**src/rtl/baccarat_pkg.sv**
```systemverilog
// baccarat_pkg: shared rank constants, shoe FSM states, LFSR taps and width helpers
package baccarat_pkg;
  localparam int NUM_RANKS = 13;
  localparam logic [3:0] RANK_ACE = 4'd1;
  localparam logic [3:0] RANK_JACK = 4'd11;
  localparam logic [3:0] RANK_QUEEN = 4'd12;
  localparam logic [3:0] RANK_KING = 4'd13;
  localparam logic [15:0] LFSR_TAPS = 16'hB400;
  typedef enum logic {IDLE, SCAN} shoe_state_t;
  function automatic int cnt_w(input int decks);
    return $clog2(4 * decks + 1);
  endfunction
  function automatic int rem_w(input int decks);
    return $clog2(52 * decks + 1);
  endfunction
endpackage

```
**src/rtl/baccarat_shoe_if.sv**
```systemverilog
// baccarat_shoe_if: deal request/response and shoe status between game FSM and shoe
interface baccarat_shoe_if
  import baccarat_pkg::*;
#(
  parameter int NUM_DECKS = 8
);
  localparam int REM_W = rem_w(NUM_DECKS);
  logic deal_req;
  logic reshuffle;
  logic [3:0] card;
  logic card_valid;
  logic busy;
  logic deal_err;
  logic [REM_W-1:0] remaining;
  logic empty;
  logic cut_reached;
  modport master(
    output deal_req, reshuffle,
    input card, card_valid, busy, deal_err, remaining, empty, cut_reached
  );
  modport slave(
    input deal_req, reshuffle,
    output card, card_valid, busy, deal_err, remaining, empty, cut_reached
  );
endinterface

```
**src/rtl/baccarat_shoe_lfsr16.sv**
```systemverilog
// lfsr16: free-running 16-bit Fibonacci LFSR, taps 16,14,13,11
module lfsr16
  import baccarat_pkg::*;
#(
  parameter logic [15:0] SEED = 16'hACE1
) (
  input  logic        clock,
  input  logic        resetb,
  output logic [15:0] q
);
  always_ff @(posedge clock or negedge resetb)
    if (!resetb) q <= SEED;
    else q <= {q[14:0], ^(q & LFSR_TAPS)};
endmodule

```
**src/rtl/baccarat_shoe.sv**
```systemverilog
// baccarat_shoe: multi-deck shoe dealing ranks 1..13 without replacement
module baccarat_shoe
  import baccarat_pkg::*;
#(
  parameter int NUM_DECKS = 8,
  parameter int CUT_CARDS = 16,
  parameter logic [15:0] SEED = 16'hACE1
) (
  input logic clock,
  input logic resetb,
  baccarat_shoe_if.slave bus
);
  localparam int CNT_W = cnt_w(NUM_DECKS);
  localparam int REM_W = rem_w(NUM_DECKS);
  localparam logic [CNT_W-1:0] FULL_CNT = CNT_W'(4 * NUM_DECKS);
  localparam logic [REM_W-1:0] FULL_REM = REM_W'(52 * NUM_DECKS);
  localparam logic FULL_CUT = (52 * NUM_DECKS) < CUT_CARDS;
  localparam logic [3:0] LAST_IDX = RANK_KING - RANK_ACE;
  logic [15:0] lfsr_q;
  logic unused_lfsr;
  logic [3:0] start_idx;
  logic [3:0] ptr;
  logic [CNT_W-1:0] cnt [NUM_RANKS];
  logic [REM_W-1:0] rem_q;
  logic [REM_W-1:0] rem_dec;
  logic hit;
  shoe_state_t state;
  lfsr16 #(.SEED(SEED)) u_lfsr (.clock(clock), .resetb(resetb), .q(lfsr_q));
  assign unused_lfsr = ^lfsr_q[15:4];
  assign start_idx = (lfsr_q[3:0] >= NUM_RANKS[3:0]) ? lfsr_q[3:0] - NUM_RANKS[3:0] : lfsr_q[3:0];
  assign hit = cnt[ptr] != '0;
  assign rem_dec = rem_q - REM_W'(1);
  assign bus.remaining = rem_q;
  // SCAN is only entered with cards left, so the ptr walk always terminates on a hit
  always_ff @(posedge clock or negedge resetb)
    if (!resetb) begin
      for (int i = 0; i < NUM_RANKS; i++) cnt[i] <= FULL_CNT;
      rem_q <= FULL_REM;
      state <= IDLE;
      ptr <= '0;
      bus.card <= '0;
      bus.card_valid <= 1'b0;
      bus.busy <= 1'b0;
      bus.deal_err <= 1'b0;
      bus.empty <= 1'b0;
      bus.cut_reached <= FULL_CUT;
    end else if (bus.reshuffle) begin
      for (int i = 0; i < NUM_RANKS; i++) cnt[i] <= FULL_CNT;
      rem_q <= FULL_REM;
      state <= IDLE;
      bus.card_valid <= 1'b0;
      bus.busy <= 1'b0;
      bus.deal_err <= 1'b0;
      bus.empty <= 1'b0;
      bus.cut_reached <= FULL_CUT;
    end else begin
      bus.card_valid <= 1'b0;
      bus.deal_err <= 1'b0;
      if (state == IDLE) begin
        if (bus.deal_req && rem_q != '0) begin
          ptr <= start_idx;
          state <= SCAN;
          bus.busy <= 1'b1;
        end else bus.deal_err <= bus.deal_req;
      end else if (hit) begin
        cnt[ptr] <= cnt[ptr] - CNT_W'(1);
        rem_q <= rem_dec;
        bus.empty <= rem_dec == '0;
        bus.cut_reached <= 32'(rem_dec) < CUT_CARDS;
        bus.card <= ptr + RANK_ACE;
        bus.card_valid <= 1'b1;
        bus.busy <= 1'b0;
        state <= IDLE;
      end else ptr <= (ptr == LAST_IDX) ? 4'd0 : ptr + 4'd1;
    end
endmodule

```
**src/flat_wrapper.sv**
```systemverilog
// flat-port wrapper written by rule: the top's interface ports become plain ports
module baccarat_shoe_flat import baccarat_pkg::*;
#(
  parameter int NUM_DECKS = 8,
  parameter int CUT_CARDS = 16,
  parameter logic [15:0] SEED = 16'hACE1
)
  (clock, resetb, bus_deal_req, bus_reshuffle, bus_card, bus_card_valid, bus_busy, bus_deal_err, bus_remaining, bus_empty, bus_cut_reached);
  baccarat_shoe_if #(.NUM_DECKS(NUM_DECKS)) bus_i ();
  input logic clock;
  input logic resetb;
  input wire logic [$bits(bus_i.deal_req)-1:0] bus_deal_req;
  input wire logic [$bits(bus_i.reshuffle)-1:0] bus_reshuffle;
  output wire logic [$bits(bus_i.card)-1:0] bus_card;
  output wire logic [$bits(bus_i.card_valid)-1:0] bus_card_valid;
  output wire logic [$bits(bus_i.busy)-1:0] bus_busy;
  output wire logic [$bits(bus_i.deal_err)-1:0] bus_deal_err;
  output wire logic [$bits(bus_i.remaining)-1:0] bus_remaining;
  output wire logic [$bits(bus_i.empty)-1:0] bus_empty;
  output wire logic [$bits(bus_i.cut_reached)-1:0] bus_cut_reached;
  assign bus_i.deal_req = bus_deal_req;
  assign bus_i.reshuffle = bus_reshuffle;
  assign bus_card = bus_i.card;
  assign bus_card_valid = bus_i.card_valid;
  assign bus_busy = bus_i.busy;
  assign bus_deal_err = bus_i.deal_err;
  assign bus_remaining = bus_i.remaining;
  assign bus_empty = bus_i.empty;
  assign bus_cut_reached = bus_i.cut_reached;
  baccarat_shoe #(.NUM_DECKS(NUM_DECKS), .CUT_CARDS(CUT_CARDS), .SEED(SEED)) u_core (.clock(clock), .resetb(resetb), .bus(bus_i));
endmodule
```
**config.mk**
```make
export PLATFORM = sky130hd
export DESIGN_NAME = baccarat_shoe_flat
export DESIGN_NICKNAME = d
export VERILOG_FILES = /design/src/rtl/baccarat_pkg.sv /design/src/rtl/baccarat_shoe_if.sv /design/src/rtl/baccarat_shoe_lfsr16.sv /design/src/rtl/baccarat_shoe.sv /design/src/flat_wrapper.sv
export SDC_FILE = /design/constraint.sdc
export NUM_CORES = 1
export LEC_CHECK = 0
export ABC_AREA = 1
export BUFFER_PORTS_ARGS = -buffer_cell sky130_fd_sc_hd__buf_2
export CORE_UTILIZATION = 61
export DETAILED_ROUTE_END_ITERATION = 10
export GPL_ROUTABILITY_DRIVEN = 0
export PLACE_DENSITY_LB_ADDON = 0.2
export SLEW_MARGIN = 20
export SYNTH_ARGS = -nofsm -noshare
export SYNTH_HDL_FRONTEND = slang
export SYNTH_SLANG_ARGS = --single-unit
```
**constraint.sdc**
```tcl
create_clock -name clock -period 4.74 [get_ports clock]
set_clock_uncertainty 0.15 [all_clocks]
set_input_delay 0.237 -clock clock [delete_from_list [all_inputs] [get_ports clock]]
set_output_delay 0.237 -clock clock [all_outputs]
set_load 0.01 [all_outputs]
```
==> insert_results.sql, run 1 <==
INSERT INTO impl_metrics (metric_group, metric, value, unit) VALUES
('placement', 'placement.setup.worst_slack', '1100', 'ps'),
('synth', 'synth.area.top_cells', 'sky130_fd_sc_hd__dfrtp_1 38%, sky130_fd_sc_hd__nand2_1 15%, sky130_fd_sc_hd__dfstp_2 10%', ''),
('critical_path', 'critPathSlowestCell', 'sky130_fd_sc_hd__inv_2', ''),
('final_layout', 'count_of_inserted_antenna_diode_cells', '0', ''),
('synth', 'yosys_warnings', '0', ''),
('floorplan', 'die_h', '102', 'microns'),
('placement', 'dp_hpwl', '10000', 'microns'),
('clock_tree', 'tritoncts', 'built', ''),
('timing', 'setup_total_negative_slack', '0', 'ps'),
('global_routing', 'grt_max_degree', '84', ''),
('critical_path', 'timing.critical_path.slowest_cell_delay', '720', 'ps'),
('clock_tree', 'worst_skew_pair.late_latency', '530', 'ps'),
('final_layout', 'final_area', '6810', 'sq um'),
('critical_path', 'worst_setup_ep_type', 'register', ''),
('floorplan', 'die_x', '102', 'microns'),
('power_and_ir_drop', 'total_power', '0.00431', 'W'),
('clock_tree', 'clock_pin_transition_on_the_worst_setup_and_hold_timing_paths', '60', 'ps'),
('clock_tree', 'clock_tree.buffer_depth', '2', ''),
('drt', 'firstDrtPassIters', '6', ''),
('drt', 'wl_per_cell', '16.3', 'microns'),
('run_status', 'result_of_the_run', 'finished, final reports clean', ''),
('synth', 'synth-seq-cells', '117', ''),
('drt', 'route.detailed.vias_per_inst', '5.61', ''),
('timing', 'rsz_0062_raised_after_global_routing', 'no', ''),
('global_routing', 'grt_usage', '0.327', ''),
('timing', 'final_min_period_over_clock_period', '0.788', ''),
('clock_tree', 'numCtsBuffers', '17', ''),
('synth', 'ys_async_sr_fraction', '1.00', ''),
('critical_path', 'crit_chain', 'inv_1 > nand2_1 > nor2_2 > nand2_1 > nand2_1 > nor2_4 > ha_1 > nand3_1 > nor2_2 > nand2_2 > nand2_4 > inv_2 > nand2_1 > nand2_1 > o21ai_0', ''),
('synth', 'synth_fp_nets', '815', ''),
('timing', 'number_of_pins_exceeding_their_max_slew_limit_in_the_final_report', '0', ''),
('critical_path', 'critPathKind', 'reg -> reg', ''),
('synth', 'postSynth.topFlopCell', 'sky130_fd_sc_hd__dfrtp_1', ''),
('synth', 'synth_edf_count', '0', ''),
('placement', 'port_buffers', '21', ''),
('power_and_ir_drop', 'power.density_cell_area', '632', 'nW/um^2'),
('global_routing', 'grt-ovfl-total', '0', ''),
('critical_path', 'crit_top_cell', 'sky130_fd_sc_hd__nand2_1', ''),
('critical_path', 'crit_path_start_kind', 'register', ''),
('floorplan', 'area_of_the_placeable_core', '9680', 'sq um'),
('clock_tree', 'cts_post_setup_buffers_inserted', '0', ''),
('global_routing', 'antenna_found_initial', '0', ''),
('clock_tree', 'h_tree_depth_reported_by_cts', '4', ''),
('synth', 'synth.most_common_cell', 'sky130_fd_sc_hd__nand2_1', ''),
('critical_path', 'critPathBufInv', '2', ''),
('final_layout', 'n_fill_cell', '764', ''),
('placement', 'place_area', '6210', 'sq um'),
('floorplan', 'rows', '36', ''),
('synth', 'netlist_area', '6060', 'sq um'),
('synth', 'netlist_top_cells_count', '236 x sky130_fd_sc_hd__nand2_1, 111 x sky130_fd_sc_hd__nand3_1, 99 x sky130_fd_sc_hd__inv_1, 93 x sky130_fd_sc_hd__dfrtp_1, 74 x sky130_fd_sc_hd__nor2_1', ''),
('drt', 'dr_total_vias', '5411', ''),
('final_layout', 'syn2layout_area_growth', '12.3', '%'),
('final_layout', 'post_layout_net_count', '831', ''),
('drt', 'dr.first_iter.drc_count', '561', ''),
('critical_path', 'cp.required', '4990', 'ps'),
('timing', 'slew_headroom', '0.322', ''),
('floorplan', 'die_area', '10300', 'sq um'),
('floorplan', 'design.portCount', '22', ''),
('synth', 'synth_cells', '802', ''),
('final_layout', 'share_of_post_route_cells_with_drive_strength_above_1', '0.123', ''),
('critical_path', 'dominant_delay_contributor_by_cell_family_on_the_critical_path', 'simple AND/OR/NAND/NOR gates', ''),
('synth', 'post_synth_top_area_share', '0.384', ''),
('power_and_ir_drop', 'total_leakage_power', '3.43', 'nW'),
('floorplan', 'initial_core_util', '0.626', ''),
('synth', 'yosysSeqAreaShare', '0.488', ''),
('clock_tree', 'clock-root-buffer', 'sky130_fd_sc_hd__clkbuf_8', ''),
('critical_path', 'setup.reg_to_reg.worst_slack', '1000', 'ps'),
('critical_path', 'arrival', '3990', 'ps'),
('drt', 'remaining_routing_drc_violations', '0', ''),
('timing', 'maxClockFrequency', '268', 'MHz'),
('synth', 'synth.distinct_cells', '28', '');
-- power breakdown --
part           total (W)  internal [W]  switching, W  leakage (nW)
sequential       0.00118       0.00111     0.0000695          1.54
combinational    0.00188      0.000466       0.00142          1.62
clock            0.00124      0.000773      0.000464         0.269
total            0.00431       0.00235       0.00195          3.43
-- routing by layer --
| layer | up-vias | track usage | routed length, microns |
|---|---|---|---|
| li1 | 2560 | - | - |
| met1 | 2513 | 0.435 | 6560 |
| met2 | 277 | 0.512 | 7220 |
| met3 | 61 | 0.0704 | 1280 |
| met4 | 0 | 0.155 | 622 |
| met5 | - | 0 | 0 |
-- area by class of cell --
class	count	area [sq um]	share of cell area
Tap cell	133	166	0.0244
Inverter	101	379	0.0557
Clock buffer	20	445	0.0654
Timing Repair Buffer	30	184	0.0270
Clock inverter	12	130	0.0191
Sequential cell	117	2960	0.434
Multi-Input combinational cell	551	2550	0.374
-- path summary, 6_finish.rpt --
kind	depth (start not counted)	to	startpoint
max	15	u_core.bus.card[3]	u_core.ptr[1]
min	3	u_core.bus.remaining[5]	bus_reshuffle
max reg2reg	15	u_core.bus.card[3]	u_core.ptr[1]
min reg2reg	0	u_core.u_lfsr.q[15]	u_core.u_lfsr.q[14]
max in group asynchronous	3	u_core.bus.remaining[5]	resetb
min in group asynchronous	2	u_core.cnt[75]	resetb
-- logic make-up after synthesis --
group | share of synthesized area
AND/OR/NAND/NOR | 0.317
buffers and inverters | 0.0920
flip-flops | 0.488
AO/OA/AOI/OAI | 0.0671
XOR/XNOR | 0.0173
adder cells (fa/ha/maj) | 0.0186
-- cell usage in the layout (no fill, tap or decap), types with 10 or more instances in the layout --
master                        n
sky130_fd_sc_hd__dfstp_2     24
sky130_fd_sc_hd__nand2_1    236
sky130_fd_sc_hd__xor2_1      10
sky130_fd_sc_hd__o21ai_0     32
sky130_fd_sc_hd__clkbuf_16   16
sky130_fd_sc_hd__inv_1       99
sky130_fd_sc_hd__o21ai_1     41
sky130_fd_sc_hd__nor3_1      11
sky130_fd_sc_hd__dfrtp_1     93
sky130_fd_sc_hd__buf_2       20
sky130_fd_sc_hd__nand3_1    111
sky130_fd_sc_hd__nor2_1      74
-- flip-flops by register name, indices dropped and copies added, names as in the netlist --
register,cells
u_core.bus.card_valid,1
u_core.bus.busy,1
u_core.state,1
u_core.bus.empty,1
u_core.u_lfsr.q,16
u_core.cnt,78
u_core.bus.cut_reached,1
u_core.bus.card,4
u_core.bus.remaining,9
u_core.ptr,4
u_core.bus.deal_err,1
-- per-stage QoR --
stage / instances / hold WS, ps
5_1_grt: 964 / 115
2_1_floorplan: 802 / -209
3_5_place_dp: 930 / 189
3_3_place_gp: 930 / 185
6_report: 964 / 124
4_1_cts: 964 / 73.6
-- timing repair --
action,in CTS,in global routing
gates resized for setup,0,0
endpoints found under the setup margin,0,0
endpoints found under the hold margin,65,0
hold buffers,2,0
-- tightest hold or removal path, stage by stage --
cell	delay, ps
sky130_fd_sc_hd__buf_2	250
sky130_fd_sc_hd__o21ai_0	220
sky130_fd_sc_hd__o21ai_1	80
Power figures use the tool's default switching activity.
==> run 2: changes to the inputs <==
CORE_UTILIZATION = 56   (was 61)
clock period = 3.4 ns   (was 4.74 ns; I/O delays follow)
==> run 2 against run 1 <==
Effect of this change: cell count is 1.1% higher; utilization down 4.3 points; wire length is essentially flat; power up 40%; largest cell class unchanged; cell area increased by 1.0%; sequential share of layout area down 0.43 points; setup slack worse by 580 ps; sequential power up 39%; count of clock-buffer cells in the layout grew 1; critical endpoint is now u_core.bus.card[0]; critical path depth decreased by 2.
==> insert_results.sql, run 2 (synthesized netlist as in run 1, its figures left out) <==
INSERT INTO impl_metrics (metric_group, metric, value, unit) VALUES
('floorplan', 'die_h', '106', 'microns'),
('timing', 'slew_headroom', '0.386', ''),
('drt', 'dr_total_vias', '5466', ''),
('final_layout', 'regMostFlops', 'u_core.cnt', ''),
('power_and_ir_drop', 'total_leakage_power', '3.49', 'nW'),
('placement', 'port_buffers', '21', ''),
('final_layout', 'post_layout_net_count', '839', ''),
('floorplan', 'die_x', '106', 'microns'),
('clock_tree', 'worst_skew_pair.late_latency', '530', 'ps'),
('flow_run', 'cap_violations', '0', ''),
('drt', 'firstDrtPassIters', '5', ''),
('global_routing', 'global_route_wire_length_before_repair', '26100', 'microns'),
('critical_path', 'reg2reg_depth', '13', ''),
('timing', 'finalSetupViolations', '0', ''),
('critical_path', 'critical_path.reg2reg.startpoint', 'u_core.ptr[3]', ''),
('timing', 'slew_worst_pin', '922', 'ps'),
('critical_path', 'worst_setup_ep_type', 'register', ''),
('critical_path', 'arrival', '3260', 'ps'),
('drt', 'wl_per_cell', '16.1', 'microns'),
('critical_path', 'crit_path_start_kind', 'register', ''),
('floorplan', 'rows', '37', ''),
('final_layout', 'final_cell_mix', '236 x sky130_fd_sc_hd__nand2_1, 111 x sky130_fd_sc_hd__nand3_1, 99 x sky130_fd_sc_hd__inv_1', ''),
('global_routing', 'antenna_found_initial', '0', ''),
('clock_tree', 'cts_num_sinks', '117', ''),
('final_layout', 'final_util', '0.660', ''),
('drt', 'postRouteAntennaNets', '0', ''),
('clock_tree', 'clock_tree.buffer_depth', '2', ''),
('floorplan', 'die_area', '11200', 'sq um'),
('critical_path', 'setup.reg_to_reg.worst_slack', '430', 'ps'),
('final_layout', 'largest_register_ffs', '78', ''),
('clock_tree', 'clock_pin_transition_on_the_worst_setup_and_hold_timing_paths', '60', 'ps'),
('min_path', 'timing.hold.worst_path_depth', '3', ''),
('drt', 'route.final.wire_length', '15700', 'microns'),
('drt', 'dr.first_iter.drc_count', '402', ''),
('floorplan', 'initial_core_util', '0.582', ''),
('final_layout', 'count_of_inserted_antenna_diode_cells', '0', ''),
('timing', 'number_of_pins_exceeding_their_max_slew_limit_in_the_final_report', '0', ''),
('global_routing', 'grt-ovfl-total', '0', ''),
('clock_tree', 'tritoncts', 'built', ''),
('drt', 'route.detailed.vias_per_inst', '5.61', ''),
('timing', 'final_hold_viol_count', '0', ''),
('power_and_ir_drop', 'power.density_cell_area', '875', 'nW/um^2'),
('critical_path', 'rr_endpoint', 'u_core.bus.card[0]', ''),
('final_layout', 'seq_area', '2960', 'sq um'),
('timing', 'rsz_0062_raised_after_global_routing', 'no', ''),
('min_path', 'hold_path_class', 'in -> reg', ''),
('final_layout', 'share_of_post_route_cells_with_drive_strength_above_1', '0.130', ''),
('critical_path', 'cp.required', '3690', 'ps'),
('clock_tree', 'h_tree_depth_reported_by_cts', '4', ''),
('run_status', 'result_of_the_run', 'finished, final reports clean', ''),
('global_routing', 'grt_pass1_vias', '5406', ''),
('final_layout', 'multi_input_comb_area', '2550', 'sq um'),
('clock_tree', 'clock-root-buffer', 'sky130_fd_sc_hd__clkbuf_8', ''),
('timing', 'final_min_period_over_clock_period', '0.874', ''),
('floorplan', 'design.portCount', '22', ''),
('critical_path', 'path_max_fanout', '53', ''),
('clock_tree', 'numCtsBuffers', '17', ''),
('final_layout', 'syn2layout_area_growth', '13.5', '%'),
('critical_path', 'critPathKind', 'reg -> reg', ''),
('timing', 'maxClockFrequency', '337', 'MHz'),
('global_routing', 'grt_max_degree', '73', ''),
('timing', 'finalCriticalPeriod', '2970', 'ps'),
('critical_path', 'crit_start', 'u_core.ptr[3]', ''),
('floorplan', 'area_of_the_placeable_core', '10400', 'sq um'),
('final_layout', 'layout.cells.most_common', 'sky130_fd_sc_hd__nand2_1', ''),
('global_routing', 'grt_usage', '0.307', ''),
('final_layout', 'n_fill_cell', '878', ''),
('timing', 'setup_total_negative_slack', '0', 'ps'),
('critical_path', 'endpoint', 'u_core.bus.card[0]', ''),
('placement', 'dp_hpwl', '10700', 'microns'),
('power_and_ir_drop', 'max-vdd-ir-drop', '606', 'uV'),
('drt', 'remaining_routing_drc_violations', '0', '');
-- run 2: cell count changes in the layout (fill, tap and decap cells not counted) --
cell,previous run,this run
sky130_fd_sc_hd__buf_4,7,16
sky130_fd_sc_hd__clkinv_2,3,7
sky130_fd_sc_hd__clkinvlp_4,5,1
sky130_fd_sc_hd__clkinv_4,2,0
sky130_fd_sc_hd__buf_6,1,0
sky130_fd_sc_hd__bufinv_16,2,3
sky130_fd_sc_hd__clkbuf_1,1,2
sky130_fd_sc_hd__inv_2,2,1
sky130_fd_sc_hd__inv_4,0,1
-- run 2: per-layer routing --
layer  GRT usage  wire (microns)
met5           0               0
met4       0.157             477
met3      0.0766            1420
met2       0.479            7250
met1       0.398            6550
-- run 2: power by group --
part	internal [W]	switching [W]
combinational	0.000698	0.00193
clock	0.00114	0.000614
sequential	0.00155	0.0000816
total	0.00340	0.00262
-- run 2: through the flow --
step / hold slack, ps / std cells / power (W) / cell area, sq um / setup WS (ps)
after floorplan: -276 / 802 / 0.00344 / 6060 / 578
after global placement: 187 / 941 / 0.00415 / 6270 / 332
after detailed placement: 195 / 941 / 0.00420 / 6270 / 220
after CTS: 6.88 / 975 / 0.00598 / 6880 / 165
after global routing: 58.6 / 975 / 0.00636 / 6880 / 75.9
final: 31.6 / 975 / 0.00602 / 6880 / 428
-- run 2: timing repair --
item / CTS / global route
hold endpoints to repair: 57 / 0
setup buffers: 0 / 0
hold buffers: 2 / 0
endpoints found under the setup margin: 0 / 5
gates resized for setup: 0 / 2
-- run 2: final cells by class --
| class | instances | share of cell area |
|---|---|---|
| flip-flops and latches | 117 | 0.430 |
| multi-input cells | 551 | 0.370 |
| clock buffers | 21 | 0.0653 |
| inverters | 101 | 0.0555 |
| repair buffers | 38 | 0.0349 |
| well taps | 136 | 0.0247 |
| clock inverters | 11 | 0.0193 |
-- run 2: how the worst min path moves through the flow --
stage                        startpoint                       to  slack, ps
after floorplan                  resetb          u_core.bus.busy       -280
after global placement           resetb      u_core.u_lfsr.q[14]        190
after detailed placement         resetb           u_core.cnt[37]        200
after CTS                 bus_reshuffle  u_core.bus.remaining[5]          7
after global routing      bus_reshuffle  u_core.bus.remaining[5]         60
final                     bus_reshuffle  u_core.bus.remaining[5]         30
-- run 2: worst max-delay path: stages, from the launching register on --
cell,delay [ps]
sky130_fd_sc_hd__dfrtp_1,460
sky130_fd_sc_hd__inv_1,110
sky130_fd_sc_hd__nor2_1,400
sky130_fd_sc_hd__nand2_1,100
sky130_fd_sc_hd__nand2_1,120
sky130_fd_sc_hd__nor2_4,50
sky130_fd_sc_hd__ha_1,220
sky130_fd_sc_hd__nand3_1,120
sky130_fd_sc_hd__nor2_2,60
sky130_fd_sc_hd__nand2_2,80
sky130_fd_sc_hd__nand2_4,100
sky130_fd_sc_hd__inv_4,420
sky130_fd_sc_hd__nand2_1,260
sky130_fd_sc_hd__o21ai_0,250
